==> src/rtl/mem_pkg.sv <==
// Shared definitions for the memory access unit: access-size encodings and FSM states.
package mem_pkg;

    typedef enum logic [1:0] {
        SZ_BYTE = 2'd0,
        SZ_HALF = 2'd1,
        SZ_WORD = 2'd2,
        SZ_ILL  = 2'd3
    } size_e;

    typedef enum logic [1:0] {
        IDLE   = 2'd0,
        ACCESS = 2'd1,
        WRITE  = 2'd2,
        RESP   = 2'd3
    } state_e;

    localparam int unsigned WORD_BYTES = 4;

endpackage

==> src/rtl/mem_lane_align.sv <==
// Combinational lane handling: extracts and extends a load lane from a memory word and
// merges sub-word store data into the addressed lane of a word.
module mem_lane_align
    import mem_pkg::*;
(
    input  size_e       size_i,
    input  logic        signed_i,
    input  logic [1:0]  addr_lo_i,
    input  logic [31:0] word_i,
    input  logic [15:0] wdata_i,
    output logic [31:0] load_o,
    output logic [31:0] merged_o
);

    logic [4:0]  byte_shift;
    logic [7:0]  lane_byte;
    logic [15:0] lane_half;

    assign byte_shift = {addr_lo_i, 3'b000};
    assign lane_byte  = 8'(word_i >> byte_shift);
    assign lane_half  = addr_lo_i[1] ? word_i[31:16] : word_i[15:0];

    always_comb begin
        load_o   = word_i;
        merged_o = word_i;
        unique case (size_i)
            SZ_BYTE: begin
                load_o   = {{24{signed_i & lane_byte[7]}}, lane_byte};
                merged_o = (word_i & ~(32'h0000_00FF << byte_shift))
                         | ({24'b0, wdata_i[7:0]} << byte_shift);
            end
            SZ_HALF: begin
                load_o   = {{16{signed_i & lane_half[15]}}, lane_half};
                merged_o = addr_lo_i[1] ? {wdata_i, word_i[15:0]} : {word_i[31:16], wdata_i};
            end
            default: ;
        endcase
    end

endmodule

==> src/rtl/mem_access_unit.sv <==
// CPU load/store unit for a single-ported word memory with combinational read. Handles
// sub-word loads with extension, sub-word stores by read-modify-write, and access faults.
module mem_access_unit
    import mem_pkg::*;
#(
    parameter int unsigned MEM_WORDS = 4096,
    parameter logic [31:0] BASE_ADDR = 32'h0000_0000
) (
    input  logic        clk,
    input  logic        reset,
    input  logic        req_valid,
    output logic        req_ready,
    input  logic        req_we,
    input  logic [1:0]  req_size,
    input  logic        req_signed,
    input  logic [31:0] req_addr,
    input  logic [31:0] req_wdata,
    output logic        rsp_valid,
    output logic [31:0] rsp_rdata,
    output logic        rsp_exc,
    output logic [29:0] mem_addr,
    output logic [31:0] mem_wdata,
    output logic        mem_we,
    input  logic [31:0] mem_rdata
);

    // Widened so that 4*MEM_WORDS cannot wrap for any legal parameter value.
    localparam logic [33:0] LIMIT = 34'(MEM_WORDS) * 34'(WORD_BYTES);

    state_e      state_q;
    logic        we_q;
    size_e       size_q;
    logic        signed_q;
    logic [1:0]  addr_lo_q;
    logic [15:0] wdata_q;
    logic [29:0] mem_addr_q;
    logic [31:0] mem_wdata_q;
    logic        mem_we_q;
    logic        rsp_valid_q;
    logic        rsp_exc_q;
    logic [31:0] rsp_rdata_q;

    size_e       req_sz;
    logic [31:0] req_off;
    logic        req_fault;
    logic [31:0] load_data;
    logic [31:0] merged_data;

    assign req_sz  = size_e'(req_size);
    assign req_off = req_addr - BASE_ADDR;

    always_comb begin
        req_fault = 1'b0;
        unique case (req_sz)
            SZ_BYTE: req_fault = 1'b0;
            SZ_HALF: req_fault = req_addr[0];
            SZ_WORD: req_fault = |req_addr[1:0];
            default: req_fault = 1'b1;
        endcase
        if ({2'b00, req_off} >= LIMIT) begin
            req_fault = 1'b1;
        end
    end

    mem_lane_align u_lane_align (
        .size_i   (size_q),
        .signed_i (signed_q),
        .addr_lo_i(addr_lo_q),
        .word_i   (mem_rdata),
        .wdata_i  (wdata_q),
        .load_o   (load_data),
        .merged_o (merged_data)
    );

    always_ff @(posedge clk) begin
        if (reset) begin
            state_q     <= IDLE;
            we_q        <= 1'b0;
            size_q      <= SZ_BYTE;
            signed_q    <= 1'b0;
            addr_lo_q   <= 2'b00;
            wdata_q     <= 16'h0000;
            mem_addr_q  <= 30'h0;
            mem_wdata_q <= 32'h0;
            mem_we_q    <= 1'b0;
            rsp_valid_q <= 1'b0;
            rsp_exc_q   <= 1'b0;
            rsp_rdata_q <= 32'h0;
        end else begin
            unique case (state_q)
                IDLE: begin
                    if (req_valid) begin
                        we_q      <= req_we;
                        size_q    <= req_sz;
                        signed_q  <= req_signed;
                        addr_lo_q <= req_addr[1:0];
                        wdata_q   <= req_wdata[15:0];
                        if (req_fault) begin
                            state_q     <= RESP;
                            rsp_valid_q <= 1'b1;
                            rsp_exc_q   <= 1'b1;
                            rsp_rdata_q <= 32'h0;
                        end else begin
                            state_q    <= ACCESS;
                            mem_addr_q <= req_off[31:2];
                            // Word stores write directly during ACCESS.
                            if (req_we && req_sz == SZ_WORD) begin
                                mem_we_q    <= 1'b1;
                                mem_wdata_q <= req_wdata;
                            end
                        end
                    end
                end
                ACCESS: begin
                    mem_we_q <= 1'b0;
                    if (!we_q || size_q == SZ_WORD) begin
                        state_q     <= RESP;
                        rsp_valid_q <= 1'b1;
                        rsp_exc_q   <= 1'b0;
                        rsp_rdata_q <= we_q ? 32'h0 : load_data;
                    end else begin
                        state_q     <= WRITE;
                        mem_we_q    <= 1'b1;
                        mem_wdata_q <= merged_data;
                    end
                end
                WRITE: begin
                    state_q     <= RESP;
                    mem_we_q    <= 1'b0;
                    rsp_valid_q <= 1'b1;
                    rsp_exc_q   <= 1'b0;
                    rsp_rdata_q <= 32'h0;
                end
                RESP: begin
                    state_q     <= IDLE;
                    rsp_valid_q <= 1'b0;
                    rsp_exc_q   <= 1'b0;
                    rsp_rdata_q <= 32'h0;
                end
                default: state_q <= IDLE;
            endcase
        end
    end

    assign req_ready = (state_q == IDLE);
    assign rsp_valid = rsp_valid_q;
    assign rsp_exc   = rsp_exc_q;
    assign rsp_rdata = rsp_rdata_q;
    assign mem_addr  = mem_addr_q;
    assign mem_wdata = mem_wdata_q;
    // Reset is synchronous, so the write strobe is gated to keep an interrupted store
    // from landing on the very edge that resets the unit.
    assign mem_we    = mem_we_q & ~reset;

endmodule

==> config.mk <==
export PLATFORM = sky130hd
export DESIGN_NAME = mem_access_unit
export DESIGN_NICKNAME = d
export VERILOG_FILES = /design/src/rtl/mem_pkg.sv /design/src/rtl/mem_lane_align.sv /design/src/rtl/mem_access_unit.sv
export SDC_FILE = /design/constraint.sdc
export NUM_CORES = 1
export LEC_CHECK = 0
export BUFFER_PORTS_ARGS = -buffer_cell sky130_fd_sc_hd__buf_4
export CORE_MARGIN = 1.5
export CORE_UTILIZATION = 45
export CTS_BUF_LIST = sky130_fd_sc_hd__clkbuf_4
export DETAILED_ROUTE_END_ITERATION = 10
export PLACE_DENSITY = 0.79
export SKIP_LAST_GASP = 1
export SYNTH_ARGS = -nofsm -noshare
export SYNTH_HDL_FRONTEND = slang
export SYNTH_SLANG_ARGS = --single-unit
==> constraint.sdc <==
create_clock -name clk -period 2 [get_ports clk]
set_clock_uncertainty 0.15 [all_clocks]
set_input_delay 0.4 -clock clk [delete_from_list [all_inputs] [get_ports clk]]
set_output_delay 0.4 -clock clk [all_outputs]
set_load 0.02 [all_outputs]
==> results of run 1 <==
## stage by stage
stage               total power, mW  hold WS [ns]  instance area (um^2)  std cells
global placement               6.21         0.289                  7620       1060
global route                   8.79       0.00409                  8560       1151
CTS                            8.11       0.00196                  8430       1144
detailed placement             6.24         0.293                  7620       1060
finish                         8.35        0.0152                  8560       1151
floorplan                      4.85         0.295                  5640        695
## layout by cell type (no fill, tap or decap), types with 3 or more instances in the layout
cell           synthesis  routed
o211ai_1              23      23
nand2b_1              10      10
mux2i_1               11      11
a221oi_1               8       7
bufinv_16              0       3
a21oi_1               69      66
nor2_1                51      50
inv_1                 12       9
and2_1                19      19
a22o_1                 9       9
a22oi_1               16      16
a31oi_1               10      10
o2111ai_1              9       8
nand3_1               26      26
nor2b_1               11      11
clkinv_2               0       4
buf_6                  0       3
nand2_1              150     149
buf_12                 0       9
o21ai_0                7       6
dlygate4sd3_1          0      51
dfxtp_1              121     119
a311o_1               16      16
nor4_1                 3       3
clkinv_1               2       6
a211oi_1               5       5
a21oi_2                2       5
buf_4                  5     244
a21o_1                 3       3
o2bb2ai_1             23      23
clkbuf_4               0      19
## kinds of logic (layout without fill, tap and decap cells)
group	Yosys count	after routing	synth area share (%)
buffers and inverters	69	355	5.24
other	0	2	0
DFF	121	121	43.1
and+or+nand+nor	285	285	23.0
muxes	11	11	1.96
AOI/OAI and AO/OA	205	205	25.8
adders and majority gates	4	4	0.891
## worst max path at each step
stage / endpoint / slack, ns
after detailed placement: mem_wdata[6]$_SDFFE_PP0P_ / -0.29
after floorplan: mem_addr[18]$_SDFFE_PP0P_ / -0.04
final: mem_wdata[19]$_SDFFE_PP0P_ / -0.02
after global placement: mem_wdata[20]$_SDFFE_PP0P_ / -0.23
after global routing: mem_wdata[0]$_SDFFE_PP0P_ / -0.08
after CTS: mem_wdata[16]$_SDFFE_PP0P_ / 0.02
## layout make-up
type | instances | share of cell area [%]
flip-flops and latches | 121 | 28.3
clock inverters | 12 | 1.55
clock buffers | 19 | 1.67
repair buffers | 310 | 30.6
well taps | 168 | 2.46
multi-input cells | 505 | 34.7
inverters | 14 | 0.643
diodes | 2 | 0.0585
## power by group
group	total [mW]	switching (mW)	internal (mW)
clock	1.75	0.891	0.861
sequential	2.94	0.232	2.71
combinational	3.66	2.03	1.63
## synthesized netlist by cell type, drive strengths merged, types with 2 or more instances
cell and instances:
nand3 26, nand2b 10, nor4 3, nand2 150, and4 2, o2111ai 9, o2bb2ai 23, a311o 16
o21ai 9, clkinv 2, dfxtp 121, o211ai 23, a21o 3, ha 4, a22o 9, or2 2
nor3b 2, a21oi 71, mux2i 11, nor2 52, nor2b 11, a22oi 16, buf 21, a31oi 10
a211oi 5, and2 19, a221oi 8, clkbuf 34, inv 12
## flip-flops by register name, indices dropped and copies added, names as in the netlist
signal,flops
state_q,2
mem_we_q,1
mem_wdata,32
we_q,1
signed_q,1
rsp_rdata,32
size_q,2
rsp_exc,1
rsp_valid,1
wdata_q,16
mem_addr,30
addr_lo_q,2
## metal layers
| metal | global-route usage (%) | vias to the layer above | part of all wire [%] |
|---|---|---|---|
| li1 | - | 3034 | - |
| met1 | 37.2 | 2999 | 39 |
| met2 | 48.3 | 383 | 49 |
| met3 | 7.52 | 64 | 8.9 |
| met4 | 12.8 | 0 | 3.6 |
| met5 | 0 | - | 0 |
## critical path: stages (launching register included)
cell and delay [ns]:
dfxtp_2 0.34, inv_2 0.08, ha_4 0.15, inv_2 0.05
o22ai_1 0.16, buf_4 0.15, o2111ai_4 0.22, clkbuf_16 0.23
a311o_1 0.28, a21oi_1 0.13
## repair_timing
action	in CTS	in global routing
setup endpoints to repair	6	67
setup buffers	2	3
hold buffers	51	0
hold endpoints to repair	51	0
gates resized for setup	5	13
cloned	0	2
pin swaps	0	1
==> run metrics, run 1 <==
run status finished with violations; violations in the final reports negative setup slack; Die ar. 13200 um^2; average cell area after synthesis 8.08 um^2; length in cells of the worst reg-to-reg path 9; root buffer cell clkbuf_4; vias per cell 5.63; clock sinks 121; antenna violations before repair 2; final setup slack of the worst path -0.0204 ns; proportion of synthesized chip area in sequential cells 43.1%; sum of routed wire length over all layers 19.9 mm; TritonCTS Buffers 17; clock transition at the register clock pins on the worst setup and hold paths after CTS 0.10 ns; routed length per instance 17.3 um; largest net degree at the start of global routing 64; Slew Viols, Final 0; largest fanout of any net on the critical path 6; die boundary width 115 um; count of final setup violators 4; input/output buffers 200; worst hold-check path type input port to flip-flop; setup slack at placement -0.292 ns; multi-input logic area 2970 um^2; power per cell area 976 nW/um^2; TritonCTS clock tree done; synthesis-to-layout area growth 52.4%; Hold EP rsp_rdata[28]$_SDFFE_PP0P_; number of hold violations in the final report 0; Max Buffers Root-to-Sink 2; std cell rows 40; # IOs 201; arrival time of data at the critical path endpoint 2.35 ns; Hold Crit Depth 3; Synth Flop Type dfxtp_1; number of library cell types mapped by synthesis 45; maxcap violations 0; number of vias after detailed routing 6480; post-layout net count 1076; type of the worst setup path flip-flop to flip-flop; start point of the worst hold path mem_rdata[28]; number of remaining DRC errors 0; setup TNS -0.0579 ns; Reg area 2420 um^2; area share of the largest cell type after synthesis 43.1%; crit start category flip-flop; setup repair after global routing missed its margin true; HPWL after detailed placement 13.5 mm; combined area of all synthesized cells 5610 um^2; time the final worst path needs with I/O delays and setup 2.02 ns; number of DRC markers in iteration 0 755; leading post-synthesis cells by cell area dfxtp_1, nand2_1, a21oi_1; worst setup path startpoint state_q[0]$_SDFFE_PP0P_; Filler cells 955; reg2reg setup slack -0.02 ns; Data required, critical path 2.32 ns; first-pass GRT wire length 30.2 mm; Clock Latency Late Sink 0.56 ns; standard cell core area 12100 um^2; Die Height 115 um; Pre-Repair DR Iteration Count 5; gate count of the mapped netlist 695; overall routing resource usage 29.6%; Yosys warning total 0; vias in the first global route 5839; placer's final routability congestion estimate 0.899; slew at the pin with the worst max-slew slack 0.612 ns; number of flops mapped to enable cells by yosys 0; Static Leakage 3.64 nW; final antenna-violating net count 0; overflow left after global routing 0; number of nets in the synthesized netlist 802; biggest area consumer among synthesized cells dfxtp_1; Final Cycle Share 101%; fin util 70.7%; Worst slew margin 59.2%; worst flop-to-flop path endpoint mem_wdata[19]$_SDFFE_PP0P_; effective utilization at floorplan 46.4%; share of post-route cells with drive strength above 1 31.6%; H-tree depth reported by CTS 4; type of destination of the critical path flip-flop; Critical R2R Launch state_q[0]$_SDFFE_PP0P_; timing-limited maximum frequency 495 MHz; FFs w/ async S/R, synth 0%; worst vdd rail ir drop 562 uV; Seq cells post-synth 121
Power figures use the tool's default switching activity.
==> run 2, diff against run 1 <==
Settings changed: PLACE_DENSITY 0.79 to 0.76, REMOVE_ABC_BUFFERS set to 1, SLEW_MARGIN set to 20.
==> run metrics, run 2 (synthesis gave the netlist of run 1 again) <==
HPWL after detailed placement 13.9 mm (+3.0%); vias in the first global route 6273 (+7.4%); Critical R2R Launch state_q[1]$_SDFFE_PP0P_; number of antenna diodes 0 (-2); leading cell type in the layout, fill and taps excluded buf_4; Pre-Repair DR Iteration Count 7 (+2); number of DRC markers in iteration 0 518 (-31%); start point of the worst hold path req_wdata[24]; placer's final routability congestion estimate 0.895 (-0.39%); TritonCTS Buffers 17 (unchanged); overall routing resource usage 30.8% (+1.2 points); largest fanout of any net on the critical path 33 (+27); length in cells of the worst reg-to-reg path 8 (-1); Clock Latency Late Sink 0.54 ns (-0.02 ns); fin area 8470 um^2 (-0.97%); sum of routed wire length over all layers 19.9 mm (about the same); type of the worst setup path input port to flip-flop; time the final worst path needs with I/O delays and setup 2.00 ns (-0.0159 ns); final antenna-violating net count 0 (unchanged); overflow left after global routing 0 (unchanged); final setup slack of the worst path -0.00452 ns (+0.0159 ns); worst hold-check path type input port to flip-flop; number of hold violations in the final report 0 (unchanged); Slew Viols, Final 0 (unchanged); Filler cells 982 (+2.8%); clock transition at the register clock pins on the worst setup and hold paths after CTS 0.11 ns (about the same); setup TNS -0.00452 ns (+0.0534 ns); Reg area 2430 um^2 (+0.10%); Static Leakage 3.57 nW (-1.8%); violations in the final reports negative setup slack; fin util 70.0% (-0.68 points); Hold Crit Depth 3 (unchanged); antenna violations before repair 0 (-2); root buffer cell clkbuf_4; Final Cycle Share 100% (-0.79 points); reg2reg setup slack 0.05 ns (+0.07 ns); worst flop-to-flop path endpoint mem_wdata[0]$_SDFFE_PP0P_; number of remaining DRC errors 0 (unchanged); count of final setup violators 1 (-3); type of destination of the critical path flip-flop; Data required, critical path 2.32 ns (about the same); share of post-route cells with drive strength above 1 30.6% (-1.0 points); vias per cell 5.61 (-0.35%); std cell rows 40 (unchanged); largest net degree at the start of global routing 67 (+4.7%); input/output buffers 200 (unchanged); Max Buffers Root-to-Sink 2 (unchanged); slew at the pin with the worst max-slew slack 0.487 ns (-0.125 ns); timing-limited maximum frequency 499 MHz (+0.79%); Die Height 115 um (unchanged); first-pass GRT wire length 31.3 mm (+3.7%); standard cell core area 12100 um^2 (unchanged); worst vdd rail ir drop 516 uV (-8.2%); arrival time of data at the critical path endpoint 2.33 ns (-0.02 ns); highest-count cells in the layout ignoring fill and taps buf_4, nand2_1, dfxtp_1, a21oi_1, dlygate4sd3_1; crit start category input port; setup repair after global routing missed its margin true; number of vias after detailed routing 6390 (-1.4%); maxcap violations 0 (unchanged); clock sinks 121 (unchanged); # IOs 201 (unchanged); routed length per instance 17.5 um (+1.1%); post-layout net count 1065 (-1.0%); die boundary width 115 um (unchanged); H-tree depth reported by CTS 4 (unchanged); run status finished with violations; power per cell area 993 nW/um^2 (+1.7%); placement-stage cell area 7510 um^2 (-1.5%); TritonCTS clock tree done; Die ar. 13200 um^2 (unchanged); multi-input logic area 2970 um^2 (+0.30%); Hold EP mem_wdata[24]$_SDFFE_PP0P_; synthesis-to-layout area growth 50.9%; effective utilization at floorplan 46.4% (unchanged); Worst slew margin 67.5% (+8.3 points)
[run 2: cell count changes in the layout (fill, tap and decap cells not counted), sizes merged]
| cell | previous run | this run |
|---|---|---|
| clkbuf | 21 | 18 |
| clkinv | 10 | 8 |
| buf | 257 | 242 |
| diode | 2 | 0 |
| bufinv | 3 | 4 |
| dlygate4sd3 | 51 | 57 |
| inv | 12 | 14 |
| clkinvlp | 1 | 2 |
[run 2: cell type report]
cell class              instances  area share (%)
clock inverters                14            2.32
flip-flops and latches        121            28.6
repair buffers                299            29.2
inverters                      14           0.620
multi-input cells             505            35.1
well taps                     168            2.48
clock buffers                  18            1.59
[run 2: repair_timing]
action,in CTS,in global routing
cloned,0,0
endpoints found under the hold margin,58,0
gates resized for setup,10,8
setup endpoints to repair,59,77
pin swaps,0,1
buffers inserted,0,0
hold buffers,57,0
[run 2: worst max-delay path: stages]
cell and delay [ns]:
dlygate4sd3_1 0.54, buf_4 0.14, o21ai_0 0.13, and4_1 0.34
o2111ai_4 0.16, buf_12 0.21, a311o_1 0.29, a21oi_1 0.12
[run 2: worst max path at each step]
| stage | from | to | slack, ns | depth (start not counted) |
|---|---|---|---|---|
| 5_1_grt | state_q[0]$_SDFFE_PP0P_ | mem_wdata[2]$_SDFFE_PP0P_ | -0.07 | 8 |
| 3_5_place_dp | req_addr[31] | mem_addr[19]$_SDFFE_PP0P_ | -0.30 | 6 |
| 4_1_cts | state_q[0]$_SDFFE_PP0P_ | req_ready | 0.004 | 4 |
| 6_report | req_addr[1] | mem_wdata[0]$_SDFFE_PP0P_ | -0.005 | 8 |
| 3_3_place_gp | req_addr[31] | mem_wdata[19]$_SDFFE_PP0P_ | -0.24 | 7 |
| 2_1_floorplan | state_q[1]$_SDFFE_PP0P_ | mem_wdata[0]$_SDFFE_PP0P_ | -2.01 | 7 |
[run 2: metal layers]
metal,part of all wire [%],track usage [%],vias to the layer above
met4,2.5,12.8,0
met5,0,0,-
met1,41,37.2,3013
met2,48,51.8,330
met3,8.7,8.42,40
li1,-,-,3007
[run 2: metrics by stage]
step                power [mW]  hold WS [ns]  instances  setup slack (ns)
detailed placement        6.21         0.295       1050            -0.300
finish                    8.42        0.0393       1139          -0.00452
CTS                       8.35       0.00222       1139           0.00417
global placement          6.13         0.289       1050            -0.241
global route              8.93        0.0212       1139           -0.0742
floorplan                 4.66         0.289        640             -2.01
[run 2: report_power, final]
group          internal, mW  switching, mW
registers              2.71          0.254
logic                  1.46           1.99
clock network          1.01          0.985
total                  5.19           3.23
==> run 3, diff against run 2 <==
==> constraint.sdc (replaced) <==
create_clock -name clk -period 2 [get_ports clk]
set_clock_uncertainty 0.15 [all_clocks]
set_input_delay 0.1 -clock clk [delete_from_list [all_inputs] [get_ports clk]]
set_output_delay 0.1 -clock clk [all_outputs]
set_load 0.02 [all_outputs]
==> run metrics, run 3 (synthesis gave the netlist of run 1 again) <==
antenna violations before repair 0 (unchanged); largest net degree at the start of global routing 55 (-18%); input/output buffers 200 (unchanged); arrival time of data at the critical path endpoint 2.34 ns (about the same); met2 usage 55.6% (+3.8 points); count of final setup violators 3 (+2); standard cell core area 12100 um^2 (unchanged); vias in the first global route 6450 (+2.8%); number of vias after detailed routing 6500 (+1.7%); Reg area 2430 um^2 (+0.10%); share of post-route cells with drive strength above 1 29.7% (-0.84 points); # IOs 201 (unchanged); buffers plus inverters on the worst setup path 3 (unchanged); clock transition at the register clock pins on the worst setup and hold paths after CTS 0.13 ns (+0.02 ns); run status finished with violations; multi-input logic area 2980 um^2 (+0.34%); effective utilization at floorplan 46.4% (unchanged); HPWL after detailed placement 14.0 mm (+0.65%); root buffer cell clkbuf_4; maxcap violations 0 (unchanged); worst flop-to-flop path endpoint mem_wdata[18]$_SDFFE_PP0P_; worst hold-check path type input port to flip-flop; clock sinks 121 (unchanged); Static Leakage 3.70 nW (+3.5%); crit start category flip-flop; fin util 72.3% (+2.3 points); Cells after DPL 1043 (-0.67%); type of the worst setup path flip-flop to flip-flop; Max Buffers Root-to-Sink 2 (unchanged); total number of cells along the worst setup path 8 (unchanged); Slew Viols, Final 0 (unchanged); power per cell area 958 nW/um^2 (-3.6%); number of DRC markers in iteration 0 773 (+49%); number of hold violations in the final report 0 (unchanged); TritonCTS Buffers 17 (unchanged); first-pass GRT wire length 32.3 mm (+3.1%); highest cell delay on the worst timing path 0.36 ns (-0.18 ns); vias per cell 5.59 (-0.38%); die boundary width 115 um (unchanged); post-layout net count 1089 (+2.3%); Hold EP rsp_valid$_SDFFE_PP0P_; final setup slack of the worst path -0.0191 ns (-0.0146 ns); Die ar. 13200 um^2 (unchanged); Clock Latency Late Sink 0.52 ns (-0.02 ns); CP cell instances inv_4 -> ha_4 -> inv_2 -> o22ai_4 -> o2111ai_4 -> clkbuf_16 -> a311o_1 -> a21oi_1; synthesis-to-layout area growth 56.0%; final antenna-violating net count 0 (unchanged); Top Family by Delay on Critical Path compound AO/OA/AOI/OAI gates; Pre-Repair DR Iteration Count 6 (-1); most used routing layer in global routing met2; Final Cycle Share 101% (+0.73 points); placer's final routability congestion estimate 0.905 (+1.1%); time the final worst path needs with I/O delays and setup 2.02 ns (+0.0146 ns); start point of the worst hold path req_addr[16]; H-tree depth reported by CTS 4 (unchanged); reg2reg setup slack -0.02 ns (-0.07 ns); routed length per instance 18.3 um (+4.9%); TritonCTS clock tree done; Hold Crit Depth 5 (+2); Worst slew margin 60.0% (-7.5 points); post-route insts no fill 1163 (+2.1%); Global Route met1 Usage 37.1% (-0.14 points); largest fanout of any net on the critical path 20 (-39%); Die Height 115 um (unchanged); std cell rows 40 (unchanged); timing-limited maximum frequency 495 MHz (-0.72%); overflow left after global routing 0 (unchanged); Critical R2R Launch state_q[1]$_SDFFE_PP0P_; violations in the final reports negative setup slack; Data required, critical path 2.32 ns (about the same); met3 layer usage reported by global route 7.83% (-0.58 points); sum of routed wire length over all layers 21.3 mm (+7.1%); setup repair after global routing missed its margin true; worst vdd rail ir drop 649 uV (+26%); number of antenna diodes 0 (unchanged); Filler cells 915 (-6.8%); type of destination of the critical path flip-flop; number of remaining DRC errors 0 (unchanged); Slowest cell on crit path dfxtp_2; overall routing resource usage 31.5% (+0.67 points); length in cells of the worst reg-to-reg path 8 (unchanged); highest-count cells in the layout ignoring fill and taps buf_4, nand2_1, dfxtp_1, dlygate4sd3_1, a21oi_1; leading cell type in the layout, fill and taps excluded buf_4; setup slack at placement -0.135 ns (+0.166 ns); slew at the pin with the worst max-slew slack 0.598 ns (+0.110 ns)
-- run 3: worst reg2reg max path, stage by stage (launching register included) --
cell and delay (ns):
dfxtp_2 0.36, inv_4 0.08, ha_4 0.14, inv_2 0.07
o22ai_4 0.19, o2111ai_4 0.27, clkbuf_16 0.29, a311o_1 0.29
a21oi_1 0.12
-- run 3: per-layer routing --
metal / vias to the layer above / share of wire (%) / routed length, um
li1: 3054 / - / -
met1: 3026 / 39 / 8280
met2: 371 / 50 / 10600
met3: 49 / 8.9 / 1900
met4: 0 / 2.4 / 518
met5: - / 0 / 0
-- run 3: report_power, final --
group	internal (mW)	switching, mW
clock	0.768	1.06
combinational	1.53	2.06
sequential	2.71	0.258
total	5.02	3.37
-- run 3: worst max path at each step --
stage | slack, ns | to | startpoint
after global routing | -0.11 | mem_wdata[23]$_SDFFE_PP0P_ | state_q[1]$_SDFFE_PP0P_
after detailed placement | -0.13 | mem_addr[18]$_SDFFE_PP0P_ | state_q[0]$_SDFFE_PP0P_
final | -0.02 | mem_wdata[18]$_SDFFE_PP0P_ | state_q[1]$_SDFFE_PP0P_
after floorplan | -2.01 | mem_wdata[0]$_SDFFE_PP0P_ | state_q[1]$_SDFFE_PP0P_
after CTS | 0.005 | rsp_rdata[4]$_SDFFE_PP0P_ | addr_lo_q[1]$_SDFFE_PP0P_
after global placement | -0.05 | mem_addr[27]$_SDFFE_PP0P_ | state_q[0]$_SDFFE_PP0P_
-- run 3: layout make-up --
cell class | instances | share of cell area [%]
sequential | 121 | 27.7
tap | 168 | 2.40
inverter | 14 | 0.629
clock inverter | 15 | 1.87
multi-input combinational | 505 | 34.1
timing repair buffer | 323 | 31.8
clock buffer | 17 | 1.46
-- run 3: timing repair --
| item | in CTS | in global routing |
|---|---|---|
| pin swaps | 0 | 4 |
| gates resized for setup | 3 | 22 |
| buffers inserted | 0 | 1 |
| endpoints found under the setup margin | 45 | 94 |
| hold endpoints to repair | 121 | 0 |
| cloned | 0 | 3 |
| hold buffers | 84 | 0 |
-- run 3: metrics by stage --
| step | area, um^2 | hold slack (ns) | setup TNS, ns | power [mW] |
|---|---|---|---|---|
| after floorplan | 5370 | 0.0191 | -103.64 | 4.66 |
| after global placement | 7450 | 0.205 | -0.841 | 6.07 |
| after detailed placement | 7450 | 0.213 | -2.68 | 6.14 |
| after CTS | 8600 | 0.0220 | 0 | 8.10 |
| after global routing | 8760 | 0.0770 | -1.52 | 8.81 |
| final | 8760 | 0.0892 | -0.0258 | 8.39 |
